## src/rtl/mem_port_arbiter_if.sv

```systemverilog
// Request, response and memory-side signals of the IF/DM shared memory port.
// master = requesters plus memory model, slave = the arbiter.
interface mem_port_arbiter_if #(
    parameter int ADDR_W = 32,
    parameter int DATA_W = 32
);
    logic                  if_req;
    logic [ADDR_W-1:0]     if_addr;
    logic                  if_gnt;
    logic                  if_rvalid;
    logic [DATA_W-1:0]     if_rdata;

    logic                  dm_req;
    logic                  dm_we;
    logic [DATA_W/8-1:0]   dm_be;
    logic [ADDR_W-1:0]     dm_addr;
    logic [DATA_W-1:0]     dm_wdata;
    logic                  dm_gnt;
    logic                  dm_rvalid;
    logic [DATA_W-1:0]     dm_rdata;

    logic                  mem_cs;
    logic [DATA_W/8-1:0]   mem_we;
    logic [ADDR_W-1:0]     mem_addr;
    logic [DATA_W-1:0]     mem_wdata;
    logic [DATA_W-1:0]     mem_rdata;

    modport master (
        output if_req, if_addr, dm_req, dm_we, dm_be, dm_addr, dm_wdata, mem_rdata,
        input  if_gnt, if_rvalid, if_rdata, dm_gnt, dm_rvalid, dm_rdata,
               mem_cs, mem_we, mem_addr, mem_wdata
    );

    modport slave (
        input  if_req, if_addr, dm_req, dm_we, dm_be, dm_addr, dm_wdata, mem_rdata,
        output if_gnt, if_rvalid, if_rdata, dm_gnt, dm_rvalid, dm_rdata,
               mem_cs, mem_we, mem_addr, mem_wdata
    );
endinterface

```

## src/rtl/mem_port_arbiter.sv

```systemverilog
// Single-port memory arbiter for IF/DM: DM priority with a starvation cap for IF.
// Grant is combinational in IDLE; rvalid pulses MEM_LAT+1 cycles after grant; requests stall while busy.
module mem_port_arbiter #(
    parameter int ADDR_W     = 32,
    parameter int DATA_W     = 32,
    parameter int MEM_LAT    = 2,
    parameter int STARVE_LIM = 4
) (
    input  logic               clk,
    input  logic               rst_n,
    mem_port_arbiter_if.slave  bus
);
    localparam int          BE_W = DATA_W / 8;
    localparam logic [3:0]  LAT  = 4'(MEM_LAT);
    localparam logic [3:0]  LIM  = 4'(STARVE_LIM);

    typedef enum logic {S_IDLE = 1'b0, S_WAIT = 1'b1} state_t;

    state_t              r_state;
    state_t              w_state_nxt;
    logic [3:0]          r_cnt;
    logic [3:0]          r_starve_cnt;
    logic                r_owner_dm;
    logic                r_owner_we;
    logic                r_if_rvalid;
    logic                r_dm_rvalid;
    logic [DATA_W-1:0]   r_if_rdata;
    logic [DATA_W-1:0]   r_dm_rdata;

    logic                w_idle;
    logic                w_if_win;
    logic                w_dm_win;
    logic                w_issue;
    logic                w_done;
    logic [ADDR_W-1:0]   w_mem_addr;
    logic [DATA_W-1:0]   w_mem_wdata;
    logic [BE_W-1:0]     w_mem_we;

    // Reset is gated into the decision so nothing is granted while rst_n is low.
    assign w_idle   = rst_n && (r_state == S_IDLE);
    assign w_if_win = w_idle && bus.if_req && (!bus.dm_req || (r_starve_cnt == LIM));
    assign w_dm_win = w_idle && bus.dm_req && !w_if_win;
    assign w_issue  = w_if_win || w_dm_win;
    assign w_done   = (r_state == S_WAIT) && (r_cnt == LAT);

    always_ff @(posedge clk or negedge rst_n) begin
        if (!rst_n) begin
            r_state <= S_IDLE;
        end else begin
            r_state <= w_state_nxt;
        end
    end

    always_comb begin
        w_state_nxt = r_state;
        case (r_state)
            S_IDLE:  if (w_issue) w_state_nxt = S_WAIT;
            S_WAIT:  if (w_done)  w_state_nxt = S_IDLE;
            default: w_state_nxt = S_IDLE;
        endcase
    end

    always_comb begin
        w_mem_addr  = '0;
        w_mem_wdata = '0;
        w_mem_we    = '0;
        if (w_dm_win) begin
            w_mem_addr  = bus.dm_addr;
            w_mem_wdata = bus.dm_wdata;
            w_mem_we    = bus.dm_we ? bus.dm_be : '0;
        end else if (w_if_win) begin
            w_mem_addr  = bus.if_addr;
        end
        bus.if_gnt    = w_if_win;
        bus.dm_gnt    = w_dm_win;
        bus.mem_cs    = w_issue;
        bus.mem_addr  = w_mem_addr;
        bus.mem_wdata = w_mem_wdata;
        bus.mem_we    = w_mem_we;
    end

    always_ff @(posedge clk or negedge rst_n) begin
        if (!rst_n) begin
            r_cnt        <= '0;
            r_starve_cnt <= '0;
            r_owner_dm   <= 1'b0;
            r_owner_we   <= 1'b0;
            r_if_rvalid  <= 1'b0;
            r_dm_rvalid  <= 1'b0;
            r_if_rdata   <= '0;
            r_dm_rdata   <= '0;
        end else begin
            r_if_rvalid <= w_done && !r_owner_dm;
            r_dm_rvalid <= w_done &&  r_owner_dm;

            if (w_issue) begin
                r_cnt      <= 4'd1;
                r_owner_dm <= w_dm_win;
                r_owner_we <= w_dm_win && bus.dm_we;
            end else if (w_done) begin
                r_cnt <= '0;
            end else if (r_state == S_WAIT) begin
                r_cnt <= r_cnt + 4'd1;
            end

            // Count DM wins that bypassed a waiting fetch; any IF win resets the debt.
            if (w_if_win) begin
                r_starve_cnt <= '0;
            end else if (w_dm_win && bus.if_req && (r_starve_cnt != LIM)) begin
                r_starve_cnt <= r_starve_cnt + 4'd1;
            end

            if (w_done && !r_owner_dm) begin
                r_if_rdata <= bus.mem_rdata;
            end
            if (w_done && r_owner_dm) begin
                r_dm_rdata <= r_owner_we ? '0 : bus.mem_rdata;
            end
        end
    end

    assign bus.if_rvalid = r_if_rvalid;
    assign bus.dm_rvalid = r_dm_rvalid;
    assign bus.if_rdata  = r_if_rdata;
    assign bus.dm_rdata  = r_dm_rdata;
endmodule

```

## src/flat_wrapper.sv

```systemverilog
// flat-port wrapper written by rule: the top's interface ports become plain ports
module mem_port_arbiter_flat 
#(
    parameter int ADDR_W     = 32,
    parameter int DATA_W     = 32,
    parameter int MEM_LAT    = 2,
    parameter int STARVE_LIM = 4
)
  (clk, rst_n, bus_if_req, bus_if_addr, bus_dm_req, bus_dm_we, bus_dm_be, bus_dm_addr, bus_dm_wdata, bus_mem_rdata, bus_if_gnt, bus_if_rvalid, bus_if_rdata, bus_dm_gnt, bus_dm_rvalid, bus_dm_rdata, bus_mem_cs, bus_mem_we, bus_mem_addr, bus_mem_wdata);
  mem_port_arbiter_if #(.ADDR_W(ADDR_W), .DATA_W(DATA_W)) bus_i ();
  input  logic clk;
  input  logic rst_n;
  input wire logic [$bits(bus_i.if_req)-1:0] bus_if_req;
  input wire logic [$bits(bus_i.if_addr)-1:0] bus_if_addr;
  input wire logic [$bits(bus_i.dm_req)-1:0] bus_dm_req;
  input wire logic [$bits(bus_i.dm_we)-1:0] bus_dm_we;
  input wire logic [$bits(bus_i.dm_be)-1:0] bus_dm_be;
  input wire logic [$bits(bus_i.dm_addr)-1:0] bus_dm_addr;
  input wire logic [$bits(bus_i.dm_wdata)-1:0] bus_dm_wdata;
  input wire logic [$bits(bus_i.mem_rdata)-1:0] bus_mem_rdata;
  output wire logic [$bits(bus_i.if_gnt)-1:0] bus_if_gnt;
  output wire logic [$bits(bus_i.if_rvalid)-1:0] bus_if_rvalid;
  output wire logic [$bits(bus_i.if_rdata)-1:0] bus_if_rdata;
  output wire logic [$bits(bus_i.dm_gnt)-1:0] bus_dm_gnt;
  output wire logic [$bits(bus_i.dm_rvalid)-1:0] bus_dm_rvalid;
  output wire logic [$bits(bus_i.dm_rdata)-1:0] bus_dm_rdata;
  output wire logic [$bits(bus_i.mem_cs)-1:0] bus_mem_cs;
  output wire logic [$bits(bus_i.mem_we)-1:0] bus_mem_we;
  output wire logic [$bits(bus_i.mem_addr)-1:0] bus_mem_addr;
  output wire logic [$bits(bus_i.mem_wdata)-1:0] bus_mem_wdata;
  assign bus_i.if_req = bus_if_req;
  assign bus_i.if_addr = bus_if_addr;
  assign bus_i.dm_req = bus_dm_req;
  assign bus_i.dm_we = bus_dm_we;
  assign bus_i.dm_be = bus_dm_be;
  assign bus_i.dm_addr = bus_dm_addr;
  assign bus_i.dm_wdata = bus_dm_wdata;
  assign bus_i.mem_rdata = bus_mem_rdata;
  assign bus_if_gnt = bus_i.if_gnt;
  assign bus_if_rvalid = bus_i.if_rvalid;
  assign bus_if_rdata = bus_i.if_rdata;
  assign bus_dm_gnt = bus_i.dm_gnt;
  assign bus_dm_rvalid = bus_i.dm_rvalid;
  assign bus_dm_rdata = bus_i.dm_rdata;
  assign bus_mem_cs = bus_i.mem_cs;
  assign bus_mem_we = bus_i.mem_we;
  assign bus_mem_addr = bus_i.mem_addr;
  assign bus_mem_wdata = bus_i.mem_wdata;
  mem_port_arbiter #(.ADDR_W(ADDR_W), .DATA_W(DATA_W), .MEM_LAT(MEM_LAT), .STARVE_LIM(STARVE_LIM)) u_core (.clk(clk), .rst_n(rst_n), .bus(bus_i));
endmodule
```

## config.mk

```make
export PLATFORM = sky130hd
export DESIGN_NAME = mem_port_arbiter_flat
export DESIGN_NICKNAME = d
export VERILOG_FILES = /design/src/rtl/mem_port_arbiter_if.sv /design/src/rtl/mem_port_arbiter.sv /design/src/flat_wrapper.sv
export SDC_FILE = /design/constraint.sdc
export NUM_CORES = 1
export LEC_CHECK = 0
export BUFFER_PORTS_ARGS = -buffer_cell sky130_fd_sc_hd__buf_2
export CORE_MARGIN = 10
export CORE_UTILIZATION = 45
export DETAILED_ROUTE_END_ITERATION = 6
export GPL_TIMING_DRIVEN = 0
export PLACE_DENSITY = 0.9
export SLEW_MARGIN = 30
export SYNTH_ARGS = -nofsm -noshare
export SYNTH_HDL_FRONTEND = slang
export SYNTH_SLANG_ARGS = --single-unit
```

## constraint.sdc

```tcl
create_clock -name clk -period 3.3 [get_ports clk]
set_input_delay 0.165 -clock clk [delete_from_list [all_inputs] [get_ports clk]]
set_output_delay 0.165 -clock clk [all_outputs]
set_load 0.02 [all_outputs]
```

* Word level (Yosys, flattened, before mapping)
Index checks and enable logic that the tools add are counted.
** Word-level totals
- Bits in registers :: 77
- Bits of input ports :: 137
- Output and inout port bits :: 137
- Logic and storage cells :: 47
** Cells by class
- Add/subtract/negate cells :: 2
- Equality and inequality tests :: 3
- Multiplexer cells :: 14
- Bitwise operators :: 1
- Reductions and logical operators :: 18
** Operator list (number)
- 2-to-1 mux 32 bit :: 4
- 2-to-1 mux 4 bit :: 7
- logical AND 1 bit :: 11
- adder 4 x 1 -> 4 bit, second input constant :: 2
- == test 4 x 2 -> 1 bit, second input constant :: 1
- == test 4 x 3 -> 1 bit, second input constant :: 1
- != test 4 x 3 -> 1 bit, second input constant :: 1
- zero test 1 bit :: 3
- nonzero test 3 bit :: 1
- logical OR 1 bit :: 2
- 2-to-1 mux 1 bit :: 2
- case mux 1 bit (2 select lines) :: 1
- nonzero test 2 bit :: 1
- inverter 1 bit :: 1

* Logic depth before layout (Yosys ltp)
Gate-level depths: netlist of the first run.
- Depth after elaboration :: 10
- Gate-level depth with buffers :: 8
- Depth with buffers taken out :: 6

* Worst setup path after synthesis of the first run
No wires, ideal clock.
- Path kind :: reg-to-output
- Start :: register u_core.r_state
- End :: output bus_mem_addr[10]
- Arrival time :: 1.560 ns
- Required time :: 3.135 ns
- Path slack :: 1.575 ns
- Stages on the path, launching flop included :: 7
- Path buffers :: 3
- Cell sequence :: dfrtp_1 > and3b_2 > buf_2 > buf_4 > buf_2 > nand2_1 > o21ai_0
** On the way
- Longest elaborated chain between the ends :: 7
- Elaborated cells on any way between the ends :: 9
- Those cells by class :: 2 x mux; 1 x bitwise; 6 x reduce/logical
** Ends and longest elaborated chain
- start: declaration :: line mem_port_arbiter.sv:19 : state_t r_state;
- start signal: assignment :: line mem_port_arbiter.sv:50 : r_state <= w_state_nxt;
- inverter 1 bit * :: line mem_port_arbiter.sv:40 : assign w_idle = rst_n && (r_state == S_IDLE);
- logical AND 1 bit * :: line mem_port_arbiter.sv:40
- logical AND 1 bit (2 in series) :: line mem_port_arbiter.sv:41 : assign w_if_win = w_idle && bus.if_req && (!bus.dm_req || (r_starve_cnt == LIM));
- zero test 1 bit :: line mem_port_arbiter.sv:42 : assign w_dm_win = w_idle && bus.dm_req && !w_if_win;
- logical AND 1 bit :: line mem_port_arbiter.sv:42
- 2-to-1 mux 32 bit * :: line mem_port_arbiter.sv:67 : if (w_dm_win) begin
- end: declaration :: line flat_wrapper.sv:29 : output wire logic [$bits(bus_i.mem_addr)-1:0] bus_mem_addr;
Mark *: on every way between the ends. The rest lies on a longest branch, timed or not.

* Worst setup path in the final report of the first run
- Start :: input rst_n
- End :: output bus_mem_addr[5]
** On the way
- Longest elaborated chain between the ends :: 6
- Elaborated cells on any way between the ends :: 8
- Those cells by class :: 2 x mux; 6 x reduce/logical
** Ends and longest elaborated chain
- start: declaration :: line flat_wrapper.sv:12 : input logic rst_n;
- logical AND 1 bit * :: line mem_port_arbiter.sv:40
- logical AND 1 bit (2 in series) :: line mem_port_arbiter.sv:41
- zero test 1 bit :: line mem_port_arbiter.sv:42
- logical AND 1 bit :: line mem_port_arbiter.sv:42
- 2-to-1 mux 32 bit * :: line mem_port_arbiter.sv:67
Marked as above.

==> results.toml, run 1 <==
[synthesis]
yosys.area.top_type = "dfrtp_1"
ys_types = 36
synthCells = 423
synth_seq_cells = 77
yosysWarnings = 0
synth_top_area_share = 0.474
syn_area_mm2 = 0.00407
ys_seq_area_frac = 0.474
netlist_top_cells_area = "dfrtp_1, mux2_4, nand2_1, o21ai_0, and3_1"
syn_area_per_cell_um2 = 9.61
syn-num-nets = 564

[floorplanning]
die_area_mm2 = 0.0132
die_y_um = 115
fp.dieW_um = 115
io_pins = 274
initial_core_util = 0.464
num_rows = 34
core-area_mm2 = 0.00876

[sta]
setup_violations = 0
period_needed_ns = 2.95
rsz0062_at_grt = "no"
drv_slew = 0
period_share = 0.893
fmax_mhz = 339
max_slew_margin = 0.703
final.setup.tns_ns = 0
hold_viol_final = 0
setup_ws_ns = 0.352
finalClockSkew_ns = 0.0144
tightestPinTransition_ns = 0.446

[clock_network]
cts_tree = "yes"
clock_sinks = 77
ctsRootBufferMaster = "clkbuf_8"
clk_latency_ns = 0.35
cts-buffers-inserted = 9
htreeDepth = 3
post_cts.repair.setup_buffers = 0
cts_max_path_buffers = 2
cts.clk_slew.worst_paths_ns = 0.09
cts_hold_buf = 1
cts_resized = 0

[placed_design]
preCtsSetupSlack_ns = 0.920
dp_cells = 805
hpwl_um = 13500
io_buffers = 273
place.gp.congestion = 1.01

[routing]
drc = 0
drt-pass1-iter-count = 5
drtIter0Drc = 323
ant_nets = 0
vias_per_cell = 5.11
routed_wl_um = 16100
wire_per_inst_um = 19.6
vias = 4208

[cells_and_area]
drive_above_1_share = 0.485
fin_nets = 850
final_common_cell = "buf_2"
seq_area_mm2 = 0.00193
multi_input_area_mm2 = 0.00190
finalNonFillerCells = 823
nFillCells = 686
area_growth_pct = 43.0
layout_common_cells = "buf_2, nand2_1, dfrtp_1, o21ai_0, and3_1"

[critical_path]
path_buf_inv = 7
cp.required_ns = 3.13
cp_cell_sequence = "dlygate4sd3_1 > buf_4 > buf_12 > and3b_2 > buf_2 > buf_4 > buf_2 > nand2_1 > o21ai_0 > buf_2"
cp_slowest_stage_delay_ns = 0.53
end_kind = "output pin"
startpoint_type = "primary input"
cpMostUsedCell = "buf_2"
crit_family = "buffers and inverters"
critPathArrivalTime_ns = 2.78
cp_max_fo = 47
crit_type = "primary input to output pin"
crit_slowest_cell = "dlygate4sd3_1"

[grt]
grt_usage = 0.230
grt_max_degree = 48
antenna_found_initial = 2
grt_pass1_wl_um = 24300
grt_pass1_vias = 4439
grt_overflow = 0

[power_and_ir_drop]
p_leak_uw = 0.00332
p_total_uw = 4820
ir_worst_vdd_v = 0.000405
power_density_mw_per_mm2 = 828

[flow_run]
cap_violations = 0

[outcome]
status = "finished clean"

[hold_path]
worstHoldPathType = "primary input to flop"
-- cells by family after synthesis --
group / share of synthesized area
xor+xnor: 0.00431
simple gates: 0.235
flops: 0.474
compound gates: 0.0969
buf+inv: 0.0597
mux: 0.118
fa+ha+maj: 0.0123
-- power by group --
part / switching (uW) / total (uW) / internal [uW]
sequential: 292 / 1680 / 1390
clock: 343 / 738 / 395
combinational: 1400 / 2400 / 999
total: 2030 / 4820 / 2790
-- routing by layer --
metal  GRT usage  wire length [um]
met2       0.404              8080
met4      0.0817               439
met3      0.0875              1610
met1       0.246              5950
met5           0                13
-- per-stage QoR --
step / hold slack [ns] / util / area, um2
floorplan: -0.131 / - / 4070
global placement: 0.414 / 0.635 / 5570
detailed placement: 0.142 / 0.638 / 5590
CTS: 0.0469 / 0.663 / 5810
global route: 0.0408 / 0.663 / 5810
finish: 0.0545 / 0.663 / 5810
-- final cells by class --
cell class	instances	share of cell area
clock buffer	12	0.0267
sequential	77	0.331
inverter	6	0.00387
multi-input combinational	306	0.326
antenna	1	0.000430
tap	108	0.0232
timing repair buffer	275	0.241
clock inverter	4	0.00947
buffer	34	0.0379
-- cell usage after synthesis, drive strengths merged --
cell	number
ha	4
buf	20
mux2i	1
o21ai	66
nand3b	2
nor3b	1
xor2	1
o22ai	1
and2	1
o41ai	1
mux2	32
and4bb	1
o311ai	1
a21o	1
xnor2	1
nand3	4
dfrtp	77
nand4	1
and3	37
nand2	101
nand2b	32
a21oi	4
a22o	1
nor2	7
inv	6
nor3	1
nand4b	1
nor2b	1
and3b	2
clkbuf	14
-- worst paths after layout --
kind / start / end / slack (ns) / cells after the start
max in group asynchronous: rst_n / u_core.r_starve_cnt[2]$_DFFE_PN0P_ / 2.40 / 3
max reg2reg: u_core.r_cnt[0]$_DFFE_PN0P_ / u_core.bus.dm_rdata[15]$_DFFE_PN0P_ / 1.50 / 7
min in group asynchronous: rst_n / u_core.bus.if_rdata[21]$_DFFE_PN0P_ / 0.30 / 2
min: bus_mem_rdata[21] / u_core.bus.if_rdata[21]$_DFFE_PN0P_ / 0.05 / 2
max: rst_n / bus_mem_addr[5] / 0.35 / 10
min reg2reg: u_core.bus.dm_rdata[21]$_DFFE_PN0P_ / u_core.bus.dm_rdata[21]$_DFFE_PN0P_ / 0.49 / 2
-- state kept, by name, summed over array words and instances (netlist names) --
register,cells
u_core.r_starve_cnt,4
u_core.r_cnt,4
u_core.bus.dm_rvalid,1
u_core.bus.if_rvalid,1
u_core.bus.if_rdata,32
u_core.bus.dm_rdata,32
u_core.r_state,1
u_core.r_owner_dm,1
u_core.r_owner_we,1
(Power assumes the default switching activity.)
==> run 2: changes to the inputs <==
- PLACE_DENSITY: 0.9 -> unset
- PLACE_DENSITY_LB_ADDON: unset -> 0.08
==> run 2 against run 1 <==
  * Core utilization is essentially flat
  * Cell count shrank 0.12%
  * Critical path depth stayed put
  * Maximum frequency is 7.6% higher
  * Critical endpoint is now bus_mem_addr[8]
  * Largest power group unchanged
  * Highest routed layer is now met4
==> results.toml, run 2 (synthesis gave the netlist of run 1 again) <==
[outcome]
status = "finished clean"

[clock_network]
clock_sinks = 77
post_cts.repair.setup_buffers = 0
cts_hold_buf = 1
cts.clk_slew.worst_paths_ns = 0.09
htreeDepth = 3
ctsRootBufferMaster = "clkbuf_8"
cts-buffers-inserted = 9
clk_latency_ns = 0.35
cts_max_path_buffers = 2
cts_resized = 0
cts_tree = "yes"

[sta]
tightestPinTransition_ns = 0.450
max_slew_margin = 0.700
setup_violations = 0
hold_viol_final = 0
drv_slew = 0
fmax_mhz = 365
rsz0062_at_grt = "no"
finalClockSkew_ns = 0.0147
final.setup.tns_ns = 0
timing.hold.ws_ns = 0.0511
period_share = 0.830
period_needed_ns = 2.74

[cells_and_area]
n_antenna_cell = 0
drive_above_1_share = 0.485
final_common_cell = "buf_2"
fin_nets = 850
fin_util = 0.663
layout_common_cells = "buf_2, nand2_1, dfrtp_1, o21ai_0, and3_1"
area_growth_pct = 42.9

[grt]
grt_usage = 0.208
grt_pass1_vias = 4296
grt_busiest_layer = "met2"
grt_overflow = 0
grt_pass1_wl_um = 22200
met3_usage = 0.0792
grt_max_degree = 51
grt_use_met1 = 0.218
antenna_found_initial = 0
use_met2 = 0.370

[floorplanning]
num_rows = 34
core-area_mm2 = 0.00876
io_pins = 274
die_y_um = 115
initial_core_util = 0.464
fp.dieW_um = 115
die_area_mm2 = 0.0132

[critical_path]
cp.required_ns = 3.13
rr_startpoint = "u_core.r_cnt[0]$_DFFE_PN0P_"
critPathArrivalTime_ns = 2.58
r2r_cells = 7
startpoint_type = "primary input"
worstReg2RegEnd = "u_core.bus.dm_rdata[20]$_DFFE_PN0P_"
crit_type = "primary input to output pin"
r2r_slack_ns = 1.48
end_kind = "output pin"
cp_max_fo = 50

[power_and_ir_drop]
ir_worst_vdd_v = 0.000287
power_density_mw_per_mm2 = 815
p_leak_uw = 0.00332

[routing]
drc = 0
routed_wl_um = 14100
drtIter0Drc = 227
drt-pass1-iter-count = 4
ant_nets = 0
vias_per_cell = 4.93
wire_per_inst_um = 17.2
vias = 4055

[placed_design]
hpwl_um = 11600
io_buffers = 273
place.gp.congestion = 0.808

[hold_path]
hold_depth = 2
min_from = "bus_mem_rdata[25]"
worstHoldPathType = "primary input to flop"
min_to = "u_core.bus.if_rdata[25]$_DFFE_PN0P_"

[flow_run]
cap_violations = 0
run 2: cell types whose count changed in the layout (fill, tap and decap cells not counted):
| cell | delta |
|---|---|
| clkinv_2 | +1 |
| diode_2 | -1 |
| buf_16 | +1 |
| inv_6 | -1 |
| clkinv_4 | +1 |
| buf_12 | -1 |
| clkbuf_8 | -1 |
run 2: power breakdown:
part | internal (uW) | switching [uW] | total [uW]
logic | 1000 | 1370 | 2370
registers | 1390 | 259 | 1650
clock network | 372 | 347 | 719
run 2: worst max-delay path by stage:
| stage | end | start | depth (start not counted) |
|---|---|---|---|
| floorplan | bus_mem_addr[10] | u_core.r_state$_DFF_PN0_ | 6 |
| global placement | bus_mem_addr[19] | rst_n | 8 |
| detailed placement | bus_mem_addr[22] | rst_n | 9 |
| CTS | bus_mem_addr[30] | rst_n | 10 |
| global route | bus_mem_addr[9] | rst_n | 10 |
| finish | bus_mem_addr[8] | rst_n | 10 |
run 2: worst max-delay path: stages:
cell and delay [ns]:
dlygate4sd3_1 0.53, buf_4 0.37, buf_16 0.30, and3b_2 0.21
buf_2 0.16, buf_4 0.18, buf_2 0.21, nand2_1 0.07
o21ai_0 0.16, buf_2 0.20
run 2: area by class of cell:
class,instances,area [um2]
multi-input combinational,306,1900
clock buffer,11,141
clock inverter,5,60.1
timing repair buffer,275,1410
tap,108,135
inverter,6,22.5
sequential,77,1930
fill,762,2950
buffer,34,220
run 2: stage by stage:
| step | power [uW] | instance area, um2 | instances | setup slack (ns) |
|---|---|---|---|---|
| floorplan | 3190 | 4070 | 423 | 1.57 |
| global placement | 4000 | 5570 | 804 | 0.224 |
| detailed placement | 4060 | 5600 | 805 | 1.06 |
| CTS | 4790 | 5810 | 822 | 0.507 |
| global route | 5070 | 5810 | 822 | 0.269 |
| finish | 4730 | 5810 | 822 | 0.560 |
run 2: metal layers:
metal	routed length (um)	share of wire	up-vias
met4	340	0.024	0
li1	-	-	1987
met5	0	0	-
met3	1330	0.094	20
met1	5070	0.36	1881
met2	7380	0.52	167
==> run 3: changes to the inputs <==
- CORE_UTILIZATION: 45 -> 38
- clock period: 3.3 -> 2.31 ns (I/O delays scaled with it)
==> run 3 against run 2 <==
  * Via count rose by 1.6%
  * Sequential cell count unchanged
  * Non-clock buffer count is 24 higher
  * Cell area up 5.5%
  * Clock power increased by 37%
  * Critical path type unchanged
  * Clock skew hardly changed
  * Count of clock-buffer cells in the layout shrank 1
  * Global-route usage decreased by 2.0 points
  * Critical path depth is the same
  * Cell count grew 6.4%
  * First-iteration DRC count decreased by 10%
==> results.toml, run 3 (synthesis gave the netlist of run 1 again) <==
[sta]
drv_slew = 0
timing.hold.ws_ns = 0.0196
fmax_mhz = 461
max_slew_margin = 0.703
setup_violations = 0
finalClockSkew_ns = 0.0142
tightestPinTransition_ns = 0.446
period_share = 0.939
hold_viol_final = 0
setup_ws_ns = 0.141
period_needed_ns = 2.17

[clock_network]
ctsRootBufferMaster = "clkbuf_8"
clock_sinks = 77
clk_latency_ns = 0.35
cts_max_path_buffers = 2
cts_tree = "yes"
cts.clk_slew.worst_paths_ns = 0.08
htreeDepth = 3
cts-buffers-inserted = 9

[routing]
ant_nets = 0
vias_per_cell = 4.71
drc = 0
wire_per_inst_um = 17.0
routed_wl_um = 14900
drt-pass1-iter-count = 4
vias = 4120
drtIter0Drc = 204

[floorplanning]
initial_core_util = 0.392
die_y_um = 123
io_pins = 274
die_area_mm2 = 0.0152
fp.dieW_um = 123
num_rows = 37
core-area_mm2 = 0.0104

[outcome]
status = "finished clean"

[power_and_ir_drop]
ir_worst_vdd_v = 0.000506
p_total_uw = 6800
seqPwrFrac = 0.346
power_frac_clock = 0.145
switching_share = 0.416
power_density_mw_per_mm2 = 1110
p_leak_uw = 0.00344
power_frac_comb = 0.509
p_switching_uw = 2830
p_int_uw = 3970

[grt]
grt_pass1_wl_um = 22600
grt_max_degree = 40
grt_overflow = 0
grt_pass1_vias = 4293
antenna_found_initial = 1
grt_usage = 0.188

[placed_design]
io_buffers = 273
preCtsSetupSlack_ns = 0.228
place.gp.congestion = 0.841
hpwl_um = 12000
placedInstanceArea_mm2 = 0.00563

[cells_and_area]
fin_nets = 874
layout_common_cells = "buf_2, nand2_1, dfrtp_1, o21ai_0, and3_1"
final_common_cell = "buf_2"
fin_area_mm2 = 0.00613
drive_above_1_share = 0.486
area_growth_pct = 50.7

[critical_path]
cp_max_fo = 10
crit_type = "primary input to output pin"
startpoint_type = "primary input"
critPathArrivalTime_ns = 2.05
end_kind = "output pin"
cp.required_ns = 2.19

[hold_path]
worstHoldPathType = "primary input to flop"

[flow_run]
cap_violations = 0
[run 3: cell count changes in the layout (fill, tap and decap cells not counted), moves of 2 or more]
| cell | before | now |
|---|---|---|
| dlygate4sd3_1 | 1 | 16 |
| buf_4 | 5 | 12 |
| clkbuf_2 | 0 | 2 |
| buf_6 | 2 | 6 |
| clkinv_4 | 2 | 0 |
| clkbuf_1 | 15 | 13 |
| clkinv_2 | 1 | 3 |
| buf_2 | 283 | 276 |
| buf_12 | 3 | 7 |
[run 3: area by class of cell]
type                    count  area [um2]
diodes                      1        2.50
plain buffers              34         246
clock buffers              10         128
clock inverters             6        61.3
fillers                   978        4240
inverters                   6        22.5
multi-input cells         306        1900
flip-flops and latches     77        1930
well taps                 136         170
repair buffers            299        1670
[run 3: critical path, stage by stage]
cell and delay [ns]:
dlygate4sd3_1 0.54, buf_6 0.12, buf_12 0.12, and3b_2 0.16, buf_2 0.16, buf_4 0.18, buf_2 0.20, nand2_1 0.06
o21ai_0 0.18, buf_2 0.20
[run 3: path summary, 6_finish.rpt]
check / from / endpoint / slack [ns] / depth (start not counted)
max: rst_n / bus_mem_addr[27] / 0.14 / 10
min: bus_mem_rdata[21] / u_core.bus.if_rdata[21]$_DFFE_PN0P_ / 0.02 / 2
min reg2reg: u_core.bus.dm_rdata[21]$_DFFE_PN0P_ / u_core.bus.dm_rdata[21]$_DFFE_PN0P_ / 0.48 / 2
max in group asynchronous: rst_n / u_core.bus.if_rdata[7]$_DFFE_PN0P_ / 1.12 / 5
min in group asynchronous: rst_n / u_core.bus.dm_rdata[25]$_DFFE_PN0P_ / 0.40 / 4
max reg2reg: u_core.r_cnt[0]$_DFFE_PN0P_ / u_core.bus.dm_rdata[23]$_DFFE_PN0P_ / 0.48 / 7
[run 3: per-stage QoR]
stage / util / setup TNS (ns) / cells
final: 0.591 / 0 / 875
after global routing: 0.591 / -0.0906 / 875
after CTS: 0.581 / 0 / 867
after detailed placement: 0.543 / 0 / 833
after global placement: 0.540 / -44.58 / 832
after floorplan: - / 0 / 423
[run 3: per-layer routing]
metal / global-route usage / up-vias / share of wire
met2: 0.334 / 170 / 0.52
li1: - / 2036 / -
met5: 0 / - / 0
met1: 0.204 / 1896 / 0.37
met4: 0.0517 / 0 / 0.014
met3: 0.0734 / 18 / 0.098
[run 3: timing repair]
item	4_1_cts	5_1_grt
setup buffers	0	6
resized for setup	0	19
setup endpoints to repair	0	34
hold buffers	18	1
endpoints found under the hold margin	52	1
[run 3: power by group through the flow]
stage	Clock (uW)	Combinational, uW	Sequential (uW)
floorplan	0	1520	3030
global placement	0	3390	2350
detailed placement	0	3440	2370
CTS	1020	3480	2360
global route	1080	3770	2440
finish	986	3460	2360
